`src/rtl/fft_stage_controller_pkg.sv`:
```
// Shared constants, FSM encoding and butterfly address helpers
// for the in-place radix-2 DIT FFT stage controller.
package fft_stage_controller_pkg;

    localparam int N          = 32;
    localparam int LOG2N      = 5;
    localparam int ADDR_W     = LOG2N;
    localparam int RD_LATENCY = 1;
    localparam int BF_LATENCY = 3;
    localparam int WB_DELAY   = RD_LATENCY + BF_LATENCY;
    localparam int DATA_W     = 16;
    localparam int K_W        = LOG2N - 1;
    localparam int TW_W       = 4;
    localparam int STG_W      = 3;
    localparam int CNT_W      = 3;

    typedef enum logic [1:0] {
        IDLE   = 2'd0,
        ISSUE  = 2'd1,
        DRAIN  = 2'd2,
        FINISH = 2'd3
    } fsm_t;

    // Upper leg: insert a zero bit at position s of k.
    function automatic logic [ADDR_W-1:0] bf_addr_a(
        input logic [K_W-1:0]   k,
        input logic [STG_W-1:0] s
    );
        logic [ADDR_W-1:0] kk;
        logic [ADDR_W-1:0] mask;
        kk   = {1'b0, k};
        mask = (ADDR_W'(1) << s) - ADDR_W'(1);
        return ((kk & ~mask) << 1) | (kk & mask);
    endfunction

    function automatic logic [ADDR_W-1:0] bf_span(
        input logic [STG_W-1:0] s
    );
        return ADDR_W'(1) << s;
    endfunction

    function automatic logic [TW_W-1:0] bf_twiddle(
        input logic [K_W-1:0]   k,
        input logic [STG_W-1:0] s
    );
        logic [ADDR_W-1:0] kk;
        logic [ADDR_W-1:0] mask;
        logic [ADDR_W-1:0] tw;
        kk   = {1'b0, k};
        mask = (ADDR_W'(1) << s) - ADDR_W'(1);
        tw   = (kk & mask) << (STG_W'(LOG2N - 1) - s);
        return tw[TW_W-1:0];
    endfunction

endpackage

```
`src/rtl/fft_stage_controller_wb_delay.sv`:
```
// Fixed-depth shift register carrying {valid, addr_a, addr_b}
// from read issue to butterfly write-back.
module fft_wb_delay #(
    parameter int DEPTH = 4,
    parameter int AW    = 5
) (
    input  logic          clk,
    input  logic          rst,
    input  logic          in_valid,
    input  logic [AW-1:0] in_addr_a,
    input  logic [AW-1:0] in_addr_b,
    output logic          out_valid,
    output logic [AW-1:0] out_addr_a,
    output logic [AW-1:0] out_addr_b
);

    logic [DEPTH-1:0]         v_q;
    logic [DEPTH-1:0][AW-1:0] a_q;
    logic [DEPTH-1:0][AW-1:0] b_q;

    always_ff @(posedge clk) begin
        if (rst) begin
            v_q <= '0;
            a_q <= '0;
            b_q <= '0;
        end else begin
            v_q <= {v_q[DEPTH-2:0], in_valid};
            a_q <= {a_q[DEPTH-2:0], in_addr_a};
            b_q <= {b_q[DEPTH-2:0], in_addr_b};
        end
    end

    assign out_valid  = v_q[DEPTH-1];
    assign out_addr_a = a_q[DEPTH-1];
    assign out_addr_b = b_q[DEPTH-1];

endmodule

```
`src/rtl/fft_stage_controller.sv`:
```
// Sequences butterflies through all stages of an in-place DIT FFT,
// with a drain barrier so each stage reads only written-back data.
module fft_stage_controller
    import fft_stage_controller_pkg::*;
(
    input  logic              clk,
    input  logic              rst,
    input  logic              start,
    output logic              rd_en,
    output logic [ADDR_W-1:0] rd_addr_a,
    output logic [ADDR_W-1:0] rd_addr_b,
    output logic [TW_W-1:0]   twiddle_num,
    output logic              wr_en,
    output logic [ADDR_W-1:0] wr_addr_a,
    output logic [ADDR_W-1:0] wr_addr_b,
    output logic [STG_W-1:0]  stage,
    output logic              busy,
    output logic              done
);

    fsm_t             state_q, state_d;
    logic [K_W-1:0]   k_q, k_d;
    logic [STG_W-1:0] stg_q, stg_d;
    logic [CNT_W-1:0] cnt_q, cnt_d;

    always_ff @(posedge clk) begin
        if (rst) begin
            state_q <= IDLE;
            k_q     <= '0;
            stg_q   <= '0;
            cnt_q   <= '0;
        end else begin
            state_q <= state_d;
            k_q     <= k_d;
            stg_q   <= stg_d;
            cnt_q   <= cnt_d;
        end
    end

    always_comb begin
        state_d = state_q;
        k_d     = k_q;
        stg_d   = stg_q;
        cnt_d   = cnt_q;
        unique case (state_q)
            IDLE: begin
                if (start) begin
                    state_d = ISSUE;
                    k_d     = '0;
                    stg_d   = '0;
                end
            end
            ISSUE: begin
                if (k_q == K_W'(N / 2 - 1)) begin
                    state_d = DRAIN;
                    cnt_d   = '0;
                end else begin
                    k_d = k_q + K_W'(1);
                end
            end
            DRAIN: begin
                // Hold reads off until the last write of this stage lands.
                if (cnt_q == CNT_W'(WB_DELAY - 1)) begin
                    if (stg_q == STG_W'(LOG2N - 1)) begin
                        state_d = FINISH;
                    end else begin
                        state_d = ISSUE;
                        stg_d   = stg_q + STG_W'(1);
                        k_d     = '0;
                    end
                end else begin
                    cnt_d = cnt_q + CNT_W'(1);
                end
            end
            FINISH: state_d = IDLE;
            default: state_d = IDLE;
        endcase
    end

    logic issuing;
    assign issuing = (state_q == ISSUE);

    always_ff @(posedge clk) begin
        if (rst) begin
            rd_en       <= 1'b0;
            rd_addr_a   <= '0;
            rd_addr_b   <= '0;
            twiddle_num <= '0;
            stage       <= '0;
            busy        <= 1'b0;
            done        <= 1'b0;
        end else begin
            rd_en       <= issuing;
            rd_addr_a   <= issuing ? bf_addr_a(k_q, stg_q) : '0;
            rd_addr_b   <= issuing ? bf_addr_a(k_q, stg_q) + bf_span(stg_q) : '0;
            twiddle_num <= issuing ? bf_twiddle(k_q, stg_q) : '0;
            stage       <= stg_q;
            busy        <= issuing || (state_q == DRAIN);
            done        <= (state_q == FINISH);
        end
    end

    fft_wb_delay #(
        .DEPTH (WB_DELAY),
        .AW    (ADDR_W)
    ) u_wb_delay (
        .clk        (clk),
        .rst        (rst),
        .in_valid   (rd_en),
        .in_addr_a  (rd_addr_a),
        .in_addr_b  (rd_addr_b),
        .out_valid  (wr_en),
        .out_addr_a (wr_addr_a),
        .out_addr_b (wr_addr_b)
    );

endmodule

```
`config.mk`:
```
export PLATFORM = sky130hd
export DESIGN_NAME = fft_stage_controller
export DESIGN_NICKNAME = d
export VERILOG_FILES = /design/src/rtl/fft_stage_controller_pkg.sv /design/src/rtl/fft_stage_controller_wb_delay.sv /design/src/rtl/fft_stage_controller.sv
export SDC_FILE = /design/constraint.sdc
export NUM_CORES = 1
export LEC_CHECK = 0
export CAP_MARGIN = 25
export CORE_ASPECT_RATIO = 1.1
export CORE_MARGIN = 4
export CORE_UTILIZATION = 50
export CTS_BUF_LIST = sky130_fd_sc_hd__clkbuf_4
export CTS_CLUSTER_DIAMETER = 150
export DETAILED_ROUTE_END_ITERATION = 6
export PLACE_DENSITY_LB_ADDON = 0.12
export SKIP_CTS_REPAIR_TIMING = 1
export SLEW_MARGIN = 20
export SYNTH_ARGS = -nofsm -noshare
export SYNTH_HDL_FRONTEND = slang
export SYNTH_SLANG_ARGS = --single-unit
```
`constraint.sdc`:
```
create_clock -name clk -period 3.51 [get_ports clk]
set_input_delay 0.702 -clock clk [delete_from_list [all_inputs] [get_ports clk]]
set_output_delay 0.702 -clock clk [all_outputs]
set_load 0.005 [all_outputs]
```
; After elaboration in Yosys (flattened, before gate mapping)
; Index checks and enable logic that the tools add are counted.
[op_classes]
n_addsub = 6
mul = 0
div = 0
order_cmp = 0
eq_ne = 12
n_shift = 2
muxes = 17
bitwise = 5
n_reduce_logical = 10
[op_table]
columns = cell, count
row1 = 4-bit 2-to-1 mux, 4
row2 = 3-bit 2-to-1 mux, 5
row3 = 3-bit one-hot mux with 2 select lines, 2
row4 = 4-bit one-hot mux with 3 select lines, 1
row5 = 2-bit != test (second input constant), 5
row6 = 2-bit 2-to-1 mux, 4
row7 = 2-bit one-hot mux with 4 select lines, 1
row8 = 3-bit by 1-bit adder with 3-bit output (second input constant), 2
row9 = 3-bit AND reduction, 2
row10 = 5-bit adder, 1
row11 = 4-bit by 5-bit bitwise AND with 5-bit output, 1
row12 = 5-bit bitwise OR, 1
row13 = 5-bit AND reduction, 1
row14 = 1-bit by 3-bit << shifter with 5-bit output (first input constant), 1
row15 = 5-bit by 3-bit << shifter with 4-bit output, 1
row16 = 5-bit by 2-bit subtractor with 5-bit output (second input constant), 1
row17 = 4-bit by 1-bit adder with 4-bit output (second input constant), 1
row18 = 4-bit bitwise AND, 1
row19 = 2-bit == test (second input constant), 2
row20 = 4-bit == test (second input constant), 1
row21 = 4-bit NOT, 1
row22 = 4-bit AND reduction, 1
row23 = 2-bit nonzero test, 2
row24 = 3-bit by 2-bit == test with 1-bit output (second input constant), 1
row25 = 9 further kinds, 9
[word_totals]
regBits = 76
latchBits = 0
mem_bits_rw = 0
mem_bits_ro = 0
input_bits = 3
output_inout_bits = 31
elab_cells = 72
n_memories = 0

; Logic depth before layout (Yosys ltp)
; Gate-level depths: netlist of run 1.
[logic_depth]
word_depth = 6
depth_mapped = 13

; Modules after synthesis
; From an unflattened synthesis of run 1, not the netlist that was laid out.
[hier_totals]
cells_unflattened = 274
area_unflattened_um2 = 2829.0
[by_module_without_submodules]
columns = module, n_inst, cells_each, area_each_um2, seq_area_each_um2
row1 = fft_stage_controller, 1, 172, 1577.8, 640.6
row2 = fft_wb_delay, 1, 102, 1251.2, 880.8

; Worst setup path after synthesis of run 1
; Ideal clock, no wire load.
[synth_path]
kind = register to register
startpoint = reg stg_q[0]
endpoint = reg rd_addr_b[4]
arrival_time_ps = 2459
t_required_ps = 3394
path_slack_ps = 935
stages_incl_launch_ff = 14
n_path_buf = 0
synth_period_minus_slack_ps = 2575
cell_sequence = dfxtp_1 -> inv_1 -> ha_1 -> ha_1 -> inv_1 -> ha_1 -> nor2b_1 -> a21oi_1 -> fa_1 -> inv_1 -> a21o_1 -> a21oi_1 -> xnor3_1 -> nor2_1
[synth_via]
elab_chain_len = 6
[synth_rtl]
columns = element, line
row1 = from (decl), fft_stage_controller.sv:23  ; logic [STG_W-1:0] stg_q, stg_d;
row2 = from (signal assigned), fft_stage_controller.sv:35  ; stg_q <= stg_d;
row3 = 1-bit by 3-bit << shifter with 5-bit output (*), "fft_stage_controller_pkg.sv:32, fft_stage_controller_pkg.sv:39"
row4 = 5-bit by 2-bit subtractor with 5-bit output, fft_stage_controller_pkg.sv:32  ; mask = (ADDR_W'(1) << s) - ADDR_W'(1);
row5 = 4-bit NOT, fft_stage_controller_pkg.sv:33  ; return ((kk & ~mask) << 1) | (kk & mask);
row6 = 4-bit bitwise AND, fft_stage_controller_pkg.sv:33
row7 = 5-bit bitwise OR, fft_stage_controller_pkg.sv:33
row8 = 5-bit adder (*), fft_stage_controller.sv:95  ; rd_addr_b <= issuing ? bf_addr_a(k_q, stg_q) + bf_span(stg_q) : '0;
row9 = to (signal assigned), fft_stage_controller.sv:95
row10 = to (decl), fft_stage_controller.sv:11  ; output logic [ADDR_W-1:0] rd_addr_b,
; Every way passes the cells marked *; elsewhere a longest branch is shown, timed or not.
; A chain may end at the register's enable or synchronous reset.

; Final worst setup path of run 1
; Ends and elaborated chain as after synthesis.

==> results of run 1 <==
## layout make-up
cell class / instances / share of cell area (%)
Inverter: 15 / 1.73
Tap cell: 75 / 2.88
Clock inverter: 7 / 1.77
Clock buffer: 9 / 2.07
Timing Repair Buffer: 34 / 10.2
Sequential cell: 76 / 46.7
Multi-Input combinational cell: 166 / 34.7
## worst max-delay path, delay by kind of cell, from the launching register on
family	cells	cell delay, ps
adder cells (fa/ha/maj)	4	1020
flip-flops	1	520
XOR/XNOR	2	370
AO/OA/AOI/OAI	2	370
AND/OR/NAND/NOR	3	360
buffers and inverters	2	280
## logic make-up after synthesis
group           synth area share [%]
simple gates                    19.8
flops                           54.0
compound gates                  9.01
buf+inv                         5.90
fa+ha+maj                       8.70
xor+xnor                        1.42
mux                             1.07
other cells                    0.133
## metrics by stage
step / cells / total power [mW] / setup WS [ps]
floorplan: 276 / 1.13 / 935
global placement: 366 / 1.20 / 741
detailed placement: 366 / 1.20 / 614
CTS: 382 / 1.69 / 516
global route: 382 / 1.77 / 294
finish: 382 / 1.67 / 538
## worst paths after layout
kind	startpoint	to	depth (start not counted)
setup / recovery	stg_q[0]	rd_addr_b[4]	13
hold / removal	u_wb_delay.b_q[0]	u_wb_delay.b_q[5]	1
setup reg to reg	stg_q[0]	rd_addr_b[4]	13
hold reg to reg	u_wb_delay.b_q[0]	u_wb_delay.b_q[5]	1
## layout by cell type (no fill, tap or decap), drive strengths merged
cell,instances
nor4,1
ha,18
clkinvlp,2
a221oi,1
nand3b,1
a31oi,1
nor3,4
dfxtp,76
fa,1
inv,19
o21bai,1
nand4,1
nor2b,52
xnor3,1
nand3,3
a211oi,4
and2b,1
nor2,20
o31ai,2
or3,1
a32oi,2
clkbuf,9
o21ai,7
o22ai,1
nand2,11
nand2b,5
a21oi,14
a2bb2oi,2
buf,2
o21a,2
clkdlybuf4s50,32
xnor2,1
and2,2
mux2i,3
xor2,1
conb,1
clkinv,1
a21o,1
## sequential cells by signal, summed over array words and instances (netlist names)
signal / count
u_wb_delay.out_addr_b: 5
u_wb_delay.b_q: 15
cnt_q: 3
k_q: 4
busy: 1
rd_addr_b: 5
u_wb_delay.out_addr_a: 5
state_q: 2
stg_q: 3
twiddle_num: 4
rd_addr_a: 5
stage: 3
u_wb_delay.v_q: 4
rd_en: 1
u_wb_delay.a_q: 15
done: 1
## routing by layer
metal	global-route usage, %	wire length [microns]
met2	21.5	2000
met1	18.4	2130
met5	0	0
met3	4.26	204
met4	10.0	122
## power groups by stage
stage | logic, mW | registers (mW) | clock network, mW
final | 0.257 | 0.926 | 0.486
after global routing | 0.295 | 0.933 | 0.547
after CTS | 0.260 | 0.927 | 0.502
after detailed placement | 0.259 | 0.946 | 0
after global placement | 0.256 | 0.945 | 0
after floorplan | 0.184 | 0.942 | 0
==> flow_summary.json, run 1 <==
{
  "die_w_microns": 79.6,
  "crit_chain": "inv_1 -> ha_1 -> ha_1 -> inv_1 -> ha_1 -> xnor2_1 -> nand2b_1 -> nand2_1 -> ha_1 -> a21o_1 -> a21oi_1 -> xnor3_1 -> nor2_1",
  "fp.coreArea_sq_um": 5430,
  "synth_most_common_cell": "dfxtp_1",
  "async_reset_ff_share_pct": 0,
  "synth_common_cells": "76 x dfxtp_1, 52 x nor2b_1, 20 x nor2_1",
  "tightest_slew_ps": 582,
  "firstDrtPassIters": 4,
  "post-route-period-util_pct": 84.7,
  "status": "completed",
  "dp_hpwl_microns": 3030,
  "synth_cell_types": 40,
  "p_int_mw": 1.17,
  "worst-setup-path-type": "flip-flop to flip-flop",
  "port-buffer-count": 33,
  "area_delta_synth_final_pct": 15.7,
  "place.gp.congestion": 0.850,
  "synth_area_sq_um": 2820,
  "final_util_pct": 60.0,
  "period_minus_slack_ps": 2970,
  "grtUsageTotal_pct": 14.6,
  "crit_top_cell": "ha_1",
  "drtIter0Drc": 96,
  "pwr-share-comb_pct": 15.4,
  "cp_max_fo": 9,
  "slew_headroom_pct": 61.2,
  "htreeDepth": 3,
  "rows": 28,
  "fmax_ghz": 0.336,
  "grt_pass1_vias": 1649,
  "finalHoldViolCount": 0,
  "p_sw_mw": 0.504,
  "yosys_warnings": 0,
  "antenna_found_initial": 0,
  "power_frac_clock_pct": 29.1,
  "peakVddDrop_mv": 0.232,
  "required_ps": 3880,
  "wl_per_cell_microns": 11.7,
  "hold_class": "flip-flop to flip-flop",
  "syn-num-nets": 298,
  "synth_top_area_share_pct": 54.0,
  "io_pins": 34,
  "maxCapViolCount": 0,
  "swShare_pct": 30.2,
  "nFillCells": 488,
  "fin_skew_ps": 15.8,
  "initial_core_util_pct": 51.9,
  "cts.clk_slew.worst_paths_ps": 140,
  "cts_buffers": 9,
  "finalInstanceArea_sq_um": 3260,
  "wirelength_microns": 4460,
  "via_count": 1780,
  "grt_max_degree": 62,
  "ys_ff_latch": 76,
  "rrSetupSlack_ps": 540,
  "max-clock-path-buffers": 2,
  "viasPerCell": 4.66,
  "power_leakage_nw": 1.30,
  "die_area_sq_um": 6900,
  "seqCellArea_sq_um": 1520,
  "multiInputGateArea_sq_um": 1130,
  "drcViolationCount": 0,
  "clk_latency_ps": 430,
  "syn-mean-instance-area_sq_um": 10.2,
  "start_kind": "flip-flop",
  "final_layout_size_suffix_gt1_share_pct": 7.49,
  "rsz0062_at_grt": "no",
  "endpoint_kind": "flip-flop",
  "clock-sinks": 76,
  "yosys-top-cells-area": "dfxtp_1 54%, nor2b_1 12%, ha_1 8.0%",
  "synth_cells": 276,
  "setup_viol": 0,
  "antenna_cells": 0,
  "crit_arrival_ps": 3340,
  "cp_slowest_cell": "dfxtp_1",
  "drtAntennaViolNets": 0,
  "tns_ps": 0,
  "fp.dieH_microns": 86.8,
  "synth_flop_cell": "dfxtp_1",
  "grt_pass1_wl_microns": 7600,
  "fin_nets": 324,
  "ys_seq_area_share_pct": 54.0,
  "yosys.area.top_type": "dfxtp_1",
  "hold-worst-slack_ps": 430,
  "slowest_delay_ps": 520,
  "grt_overflow": 0,
  "power_density_nw_per_um2": 512,
  "root_buffer": "clkbuf_4",
  "cts_tree": "built",
  "synth_edf_count": 0,
  "placed_cell_area_sq_um": 3140,
  "pwr-share-seq_pct": 55.5,
  "slew_viol_final": 0
}
Power figures use the tool's default switching activity.
==> run 2, diff against run 1 <==
clock period = 2.6 ns   (was 3.51 ns; I/O delays follow)
==> run 2 against run 1 <==
Against the previous run: utilization is 1.5 points higher; flip-flop and latch count stayed put; clock power is 27% higher; critical path type unchanged; largest cell class unchanged.
==> flow_summary.json, run 2 (synthesis results as in run 1) <==
{
  "status": "completed",
  "power_density_nw_per_um2": 664,
  "die_w_microns": 79.6,
  "hold_class": "flip-flop to flip-flop",
  "required_ps": 2950,
  "finalHoldViolCount": 0,
  "worst_hold_startpoint": "u_wb_delay.b_q[14]",
  "fin_skew_ps": 11.8,
  "grt_pass1_wl_microns": 7490,
  "fin_nets": 331,
  "final_util_pct": 61.6,
  "r2r_start": "stg_q[1]",
  "antenna_cells": 0,
  "clock-sinks": 76,
  "power_leakage_nw": 1.33,
  "hold-worst-slack_ps": 444,
  "drcViolationCount": 0,
  "wirelength_microns": 4460,
  "grt_overflow": 0,
  "final_common_cell": "dfxtp_1",
  "cts_buffers": 9,
  "tightest_slew_ps": 582,
  "worst-setup-path-type": "flip-flop to flip-flop",
  "layout_common_cells": "74 x dfxtp_1, 51 x nor2b_1, 32 x clkdlybuf4s50_1",
  "htreeDepth": 3,
  "power_mw": 2.22,
  "crit_chain": "inv_1 -> ha_2 -> ha_2 -> inv_1 -> ha_4 -> xnor2_1 -> nand2b_4 -> nand2_1 -> ha_1 -> a21o_1 -> a21oi_2 -> xnor3_1 -> nor2_1",
  "cts.clk_slew.worst_paths_ps": 130,
  "final_layout_size_suffix_gt1_share_pct": 12.1,
  "grtUsageTotal_pct": 14.3,
  "wl_per_cell_microns": 11.5,
  "fmax_ghz": 0.407,
  "cp_slowest_cell": "dfxtp_2",
  "cts_tree": "built",
  "nFillCells": 470,
  "fp.dieH_microns": 86.8,
  "via_count": 1795,
  "largestRegisters": "u_wb_delay.a_q: 15 flops, u_wb_delay.b_q: 15 flops",
  "antenna_found_initial": 0,
  "start_kind": "flip-flop",
  "rows": 28,
  "max-clock-path-buffers": 2,
  "post-route-period-util_pct": 94.6,
  "tns_ps": 0,
  "endpoint_kind": "flip-flop",
  "setup_viol": 0,
  "cp_max_fo": 4,
  "critPathTopFamily": "adder cells",
  "slew_viol_final": 0,
  "crit_buf_inv": 2,
  "grt_max_degree": 62,
  "maxCapViolCount": 0,
  "grt_pass1_vias": 1635,
  "period_minus_slack_ps": 2460,
  "root_buffer": "clkbuf_4",
  "slowest_delay_ps": 360,
  "fp.coreArea_sq_um": 5430,
  "clk_latency_ps": 400,
  "seqCellArea_sq_um": 1520,
  "drtIter0Drc": 96,
  "dp_hpwl_microns": 3090,
  "viasPerCell": 4.61,
  "place.gp.congestion": 0.770,
  "io_pins": 34,
  "die_area_sq_um": 6900,
  "port-buffer-count": 33,
  "firstDrtPassIters": 7,
  "slew_headroom_pct": 61.2,
  "area_delta_synth_final_pct": 18.6,
  "peakVddDrop_mv": 0.384,
  "multiInputGateArea_sq_um": 1160,
  "crit_start": "stg_q[1]",
  "drtAntennaViolNets": 0,
  "crit_arrival_ps": 2810,
  "initial_core_util_pct": 51.9
}
-- run 2: cell types whose count changed in the layout (fill, tap and decap cells not counted), sizes merged --
cell / delta
buf: +7
clkinv: +3
inv: -3
-- run 2: area by class of cell --
type	instances	share of cell area [%]
inverters	15	1.68
flip-flops and latches	76	45.6
multi-input cells	166	34.8
clock inverters	7	1.57
repair buffers	41	11.5
clock buffers	9	2.02
well taps	75	2.81
-- run 2: report_power, final --
group,internal [mW],switching (mW)
Combinational,0.152,0.200
Sequential,1.21,0.0367
Clock,0.201,0.418
Total,1.57,0.655
-- run 2: path summary, 6_finish.rpt --
kind | depth (start not counted) | slack, ps | to
max reg2reg | 13 | 140 | rd_addr_b[4]
min reg2reg | 1 | 440 | u_wb_delay.out_addr_b[4]
min | 1 | 440 | u_wb_delay.out_addr_b[4]
max | 13 | 140 | rd_addr_b[4]
-- run 2: per-stage QoR --
step	cell area [sq um]	worst slack [ps]	instances
after global placement	3190	201	373
final	3340	140	389
after global routing	3340	-26.0	389
after CTS	3310	44.5	389
after detailed placement	3190	81.0	373
after floorplan	2820	24.8	276
-- run 2: routing by layer --
metal,vias up,share of wire [%],global-route usage [%]
li1,952,-,-
met4,0,1.6,8.44
met5,-,0,0
met2,27,46,21.7
met3,5,3.0,3.74
met1,811,50,18.2
==> run 3, diff against run 2 <==
GPL_ROUTABILITY_DRIVEN = 0   (was not set)
==> results of run 3 <==
Final layout, timing and power as in run 2 (identical DEF).
